File: config.mk
export PLATFORM = sky130hd
export DESIGN_NAME = bott_total_accum
export DESIGN_NICKNAME = d
export VERILOG_FILES = /design/src/rtl/bott_total_accum_pkg.sv /design/src/rtl/bott_total_accum_bcd_digit_add.sv /design/src/rtl/bott_total_accum.sv
export SDC_FILE = /design/constraint.sdc
export NUM_CORES = 1
export LEC_CHECK = 0
export BUFFER_PORTS_ARGS = -buffer_cell sky130_fd_sc_hd__buf_2
export CORE_ASPECT_RATIO = 0.5
export CORE_MARGIN = 2
export CORE_UTILIZATION = 45
export DETAILED_ROUTE_END_ITERATION = 8
export GPL_TIMING_DRIVEN = 1
export MAX_ROUTING_LAYER = met4
export PLACE_DENSITY = 0.72
export SYNTH_ARGS = -nofsm -noshare
export SYNTH_HDL_FRONTEND = slang
export SYNTH_SLANG_ARGS = --single-unit
File: constraint.sdc
create_clock -name clk -period 5.4 [get_ports clk]
set_clock_uncertainty 0.2 [all_clocks]
set_input_delay 0 -clock clk [delete_from_list [all_inputs] [get_ports clk]]
set_output_delay 0 -clock clk [all_outputs]
set_load 0.01 [all_outputs]
File: src/rtl/bott_total_accum_pkg.sv
// Shared types and BCD constants for the bottle running-total stage and its
// sibling display/price stages.
package bott_total_accum_pkg;

  typedef enum logic [1:0] {
    IDLE = 2'd0,
    ADD  = 2'd1,
    CMP  = 2'd2
  } state_t;

  localparam logic [3:0]  BCD_MAX_DIGIT = 4'd9;
  localparam logic [15:0] BCD_SAT16     = 16'h9999;

endpackage

File: src/rtl/bott_total_accum_bcd_digit_add.sv
// Single BCD digit adder: s = (a + b + cin) mod 10, cout when the sum exceeds 9.
// Purely combinational so it can be reused by the display and price stages.
module bcd_digit_add
  import bott_total_accum_pkg::*;
(
  input  logic [3:0] a,
  input  logic [3:0] b,
  input  logic       cin,
  output logic [3:0] s,
  output logic       cout
);

  logic [4:0] raw;

  // Binary sum, then fold back into the 0..9 range with a decimal carry.
  always_comb begin
    raw  = {1'b0, a} + {1'b0, b} + {4'd0, cin};
    s    = raw[3:0];
    cout = 1'b0;
    if (raw > {1'b0, BCD_MAX_DIGIT}) begin
      s    = raw[3:0] - 4'd10;
      cout = 1'b1;
    end
  end

endmodule

File: src/rtl/bott_total_accum.sv
// Running BCD total of committed bottle-counter records. Each change pulse adds
// the pre-clear two-digit snapshot into a 4-digit total, one digit per cycle,
// then updates the record count and the sticky over flag.
module bott_total_accum
  import bott_total_accum_pkg::*;
#(
  parameter logic [15:0] LIMIT = 16'h0500,
  parameter int          CNT_W = 8
) (
  input  logic             clk,
  input  logic             reset,
  input  logic [3:0]       num3_1,
  input  logic [3:0]       num2_1,
  input  logic             change,
  output logic [15:0]      total,
  output logic [CNT_W-1:0] count,
  output logic             over,
  output logic             busy,
  output logic             done,
  output logic             dropped
);

  state_t      state, state_nxt;
  logic [1:0]  dig;
  logic [7:0]  snap;
  logic [7:0]  addend;
  logic        carry;
  logic [7:0]  pend;
  logic        pend_vld;
  logic        accept;
  logic [3:0]  dig_a, dig_b, dig_s;
  logic        dig_cout;

  function automatic logic [3:0] clamp_bcd(input logic [3:0] d);
    return (d > BCD_MAX_DIGIT) ? BCD_MAX_DIGIT : d;
  endfunction

  function automatic logic [CNT_W-1:0] sat_inc(input logic [CNT_W-1:0] c);
    return (&c) ? c : c + {{(CNT_W-1){1'b0}}, 1'b1};
  endfunction

  // Once over is set, new records are ignored outright; work already queued still runs.
  assign accept = change && !over;

  // Digit operands: addend only has tens/units, upper digits add zero plus carry.
  always_comb begin
    dig_a = total[{dig, 2'b00} +: 4];
    dig_b = 4'd0;
    if (dig == 2'd0) dig_b = addend[3:0];
    if (dig == 2'd1) dig_b = addend[7:4];
  end

  bcd_digit_add u_digit (
    .a    (dig_a),
    .b    (dig_b),
    .cin  (carry),
    .s    (dig_s),
    .cout (dig_cout)
  );

  // State register.
  always_ff @(posedge clk) begin
    if (reset) state <= IDLE;
    else       state <= state_nxt;
  end

  // Next state: CMP chains straight into the next add when work is waiting.
  always_comb begin
    state_nxt = state;
    case (state)
      IDLE:    if (accept) state_nxt = ADD;
      ADD:     if (dig == 2'd3) state_nxt = CMP;
      CMP:     state_nxt = (pend_vld || accept) ? ADD : IDLE;
      default: state_nxt = IDLE;
    endcase
  end

  // Busy covers the whole add/compare sequence.
  always_comb begin
    busy = (state != IDLE);
  end

  // Snapshot, digit-serial accumulate, pending slot and result flags.
  always_ff @(posedge clk) begin
    if (reset) begin
      snap     <= 8'd0;
      addend   <= 8'd0;
      carry    <= 1'b0;
      dig      <= 2'd0;
      pend     <= 8'd0;
      pend_vld <= 1'b0;
      total    <= 16'd0;
      count    <= '0;
      over     <= 1'b0;
      done     <= 1'b0;
      dropped  <= 1'b0;
    end else begin
      done    <= 1'b0;
      dropped <= 1'b0;
      // On the change cycle the counter already reads zero, so keep the old value.
      if (!change) snap <= {clamp_bcd(num3_1), clamp_bcd(num2_1)};
      case (state)
        IDLE: begin
          if (accept) begin
            addend <= snap;
            carry  <= 1'b0;
            dig    <= 2'd0;
          end
        end
        ADD: begin
          total[{dig, 2'b00} +: 4] <= dig_s;
          carry <= dig_cout;
          dig   <= dig + 2'd1;
          if (accept) begin
            if (pend_vld) dropped <= 1'b1;
            else begin
              pend     <= snap;
              pend_vld <= 1'b1;
            end
          end
        end
        CMP: begin
          if (carry) begin
            total <= BCD_SAT16;
            over  <= 1'b1;
          end else if (total >= LIMIT) begin
            over <= 1'b1;
          end
          count <= sat_inc(count);
          done  <= 1'b1;
          carry <= 1'b0;
          dig   <= 2'd0;
          if (pend_vld) begin
            addend <= pend;
            if (accept) pend <= snap;
            else        pend_vld <= 1'b0;
          end else if (accept) begin
            addend <= snap;
          end
        end
        default: ;
      endcase
    end
  end

endmodule

==> metrics.csv <==
stage;metric;value;unit
clock_network;CTS tree;built;
placed_design;gpl congestion;0.888;
hold_path;hold path cells;4;
timing;final hold vios;0;
critical_path;Crit Path Class;flip-flop to flip-flop;
detailed_routing;DR pass1 iterations;5;
critical_path;startpoint types;flip-flop;
power_and_ir_drop;power per cell area;338;mW/mm^2
clock_network;buffer depth of the longest clock path;2;
clock_network;sinks on the clock net;57;
outcome;outcome;complete, no violations;
synthesis;library cells used by synthesis;44;
global_route;first-pass GRT wire length;12000;um
synthesis;Synth top area share;0.395;
timing;Setup TNS;0;ns
synthesis;top cells by count, synth;dfxtp_1 (57), nor2_1 (57), nand2_1 (24);
placed_design;placed instance area;0.00313;mm^2
synthesis;Mapped Cells;333;
synthesis;multiplexer area fraction after synthesis;0.0762;
synthesis;flops & latches, synth;57;
global_route;largest net degree at the start of global routing;60;
timing;worst rel slew slack;0.171;
synthesis;Adder-Cell Fraction of Synth Area;0.0788;
synthesis;post-synthesis simple-gate area fraction;0.214;
power_and_ir_drop;maximum vdd ir drop;0.129;mV
synthesis;largest family of logic cells by synthesized area;simple AND/OR/NAND/NOR gates;
placed_design;Placed Cells;444;
detailed_routing;Via-to-Cell Ratio;5.53;
detailed_routing;DR iter-0 viols;165;
finish;final instance area;0.00360;mm^2
clock_network;clock latency on the worst-skew pair;0.34;ns
detailed_routing;WL/cell;14.9;um
critical_path;CP required;5.47;ns
timing;hold_ws;0.0387;ns
hold_path;Worst Hold Launch;change;
detailed_routing;WL final;7090;um
clock_network;post-CTS setup buffers;0;
clock_network;TritonCTS Buffers;9;
hold_path;Hold EP;dropped$_SDFF_PP0_;
timing;RSZ-0062 raised after global routing;no;
die;IO Pins;39;
critical_path;Worst R2R Setup Slack;1.40;ns
synthesis;Synth async-reset ratio;0;
synthesis;Syn Area/Cell;8.68;um^2
synthesis;area leader, netlist;dfxtp_1;
synthesis;post-synthesis cell area;0.00289;mm^2
clock_network;cell chosen for the clock root;clkbuf_16;
synthesis;syn_nets;361;
finish;layout cell share with drive strength beyond 1;0.152;
critical_path;worst reg2reg endpoint;total[6]$_SDFFE_PP0P_;
clock_network;Max H-tree Level;3;
global_route;initial antenna violation count;0;
synthesis;Seq/Total Area, Yosys;0.395;
synthesis;ys flop type;dfxtp_1;
placed_design;dpl hpwl;4990;um
die;die height;60.7;um
die;die width;117;um
power_and_ir_drop;leakage power;0.00155;uW
timing;Tmin final;4.00;ns
critical_path;WP data arrival;4.07;ns
timing;Least-Margin Pin Slew;1.23;ns
global_route;grt total ovfl;0;
critical_path;slowest CP cell;dfxtp_1;
finish;Post-Layout Cell Count;477;
global_route;vias in the first global route;2499;
die;Cell Rows;20;
global_route;GRT Util Overall;0.224;
detailed_routing;DRC;0;
finish;area grow syn2layout;24.7;%
timing;Tcrit/Tclk final;0.741;
hold_path;Hold Crit Class;input port to flip-flop;
die;Die Area;0.00712;mm^2
critical_path;crit end category;flip-flop;
critical_path;Worst path max stage delay;0.65;ns
timing;final setup vio count;0;
synthesis;Post-synth EDFFs;0;
critical_path;CP cell instances;inv_1 -> ha_1 -> nand2_1 -> nor2_1 -> a21oi_1 -> fa_1 -> inv_1 -> fa_1 -> xnor2_1 -> ha_1 -> a22oi_1 -> a31oi_4 -> mux2i_1 -> a22o_1;
synthesis;main area contributors after synthesis;dfxtp_1 (39%), nor2_1 (7.4%), ha_1 (6.5%), mux2i_1 (4.5%), o21ai_0 (3.3%);
die;initial core utilization;0.471;
detailed_routing;Detail Route Antenna Nets;0;
finish;nets;413;
timing;final slew viol count;0;
synthesis;Synth Warn #;0;
timing;Fmax;250;MHz
clock_network;Reg clk slew, reported paths;0.06;ns
die;total core area;0.00613;mm^2
finish;Inserted Diodes;0;
critical_path;worst reg2reg path depth;14;
synthesis;Synth Area in XOR/XNOR;0.0243;
critical_path;Crit Path Max Fanout;12;
critical_path;Reg-to-Reg Start;dig[0]$_SDFFE_PP0P_;
synthesis;compound-gate portion of the synthesized area;0.168;
placed_design;Port Buffers;38;
detailed_routing;via count;2638;
flow_run;Max-cap violations;0;
-- through the flow --
stage | util | setup slack, ns | total power, uW
2_1_floorplan | - | 1.95 | 608
3_3_place_gp | 0.510 | 1.69 | 645
3_5_place_dp | 0.510 | 1.41 | 651
4_1_cts | 0.588 | 1.42 | 1220
5_1_grt | 0.588 | 0.985 | 1270
6_report | 0.588 | 1.40 | 1220
-- flip-flops by register name (all words and copies together), names as in the netlist --
signal	flops
addend	8
dropped	1
state	2
carry	1
pend	8
pend_vld	1
done	1
count	8
snap	8
dig	2
total	16
over	1
-- worst max-delay path: cells and delay by family, from the launching register on --
family                   cells  cell delay (ns)
buffers and inverters        2             0.29
XOR/XNOR                     1             0.27
flip-flops                   1             0.65
adder cells (fa/ha/maj)      4             1.21
AND/OR/NAND/NOR              2             0.15
AO/OA/AOI/OAI                4             0.78
multiplexers                 1             0.38
-- layout by cell type (no fill, tap or decap), types with 4 or more instances in the layout --
master,netlist,layout
or3_1,5,5
clkbuf_16,0,9
ha_1,15,15
buf_2,4,38
mux2i_1,13,13
a211oi_1,4,4
nor3b_1,7,7
dlygate4sd3_1,0,18
nor2_1,57,57
a21o_1,7,7
inv_1,17,17
nor3_1,5,5
o21ai_0,19,19
a22o_1,5,5
xnor2_1,5,5
a21oi_1,14,14
dfxtp_1,57,57
nor4b_1,4,4
mux4_2,4,4
nand3_1,11,11
a311oi_1,5,5
nand2_1,24,24
-- cell families after synthesis --
| family | after synthesis |
|---|---|
| flops | 57 |
| fa+ha+maj | 17 |
| buf+inv | 32 |
| compound gates | 72 |
| simple gates | 130 |
| xor+xnor | 8 |
| mux | 17 |
-- repair_timing --
action                    in CTS  in global routing
hold buffers                  18                  0
hold endpoints to repair       8                  0
resized for setup              0                  0
-- report_power, final --
group	total, uW	switching (uW)	internal [uW]
registers	460	19.4	441
clock network	562	197	365
logic	197	114	82.7
-- worst max-delay path by stage --
stage                   startpoint  slack (ns)                     to
2_1_floorplan  dig[0]$_SDFFE_PP0P_        1.95  total[2]$_SDFFE_PP0P_
3_3_place_gp   dig[0]$_SDFFE_PP0P_        1.69  total[6]$_SDFFE_PP0P_
3_5_place_dp   dig[0]$_SDFFE_PP0P_        1.41  total[6]$_SDFFE_PP0P_
4_1_cts        dig[0]$_SDFFE_PP0P_        1.42  total[6]$_SDFFE_PP0P_
5_1_grt        dig[0]$_SDFFE_PP0P_        0.98  total[2]$_SDFFE_PP0P_
6_report       dig[0]$_SDFFE_PP0P_        1.40  total[6]$_SDFFE_PP0P_
-- metal layers --
metal  track usage  wire (um)
met3        0.0686        549
met1         0.276       3410
met5             -          0
met2         0.344       3030
met4         0.110        104
-- layout make-up --
cell class	count	area [um^2]
multi-input cells	244	1620
repair buffers	56	370
clock inverters	5	56.3
fillers	539	2530
clock buffers	10	239
flip-flops and latches	57	1140
inverters	17	63.8
well taps	88	110
(Power assumes the default switching activity.)
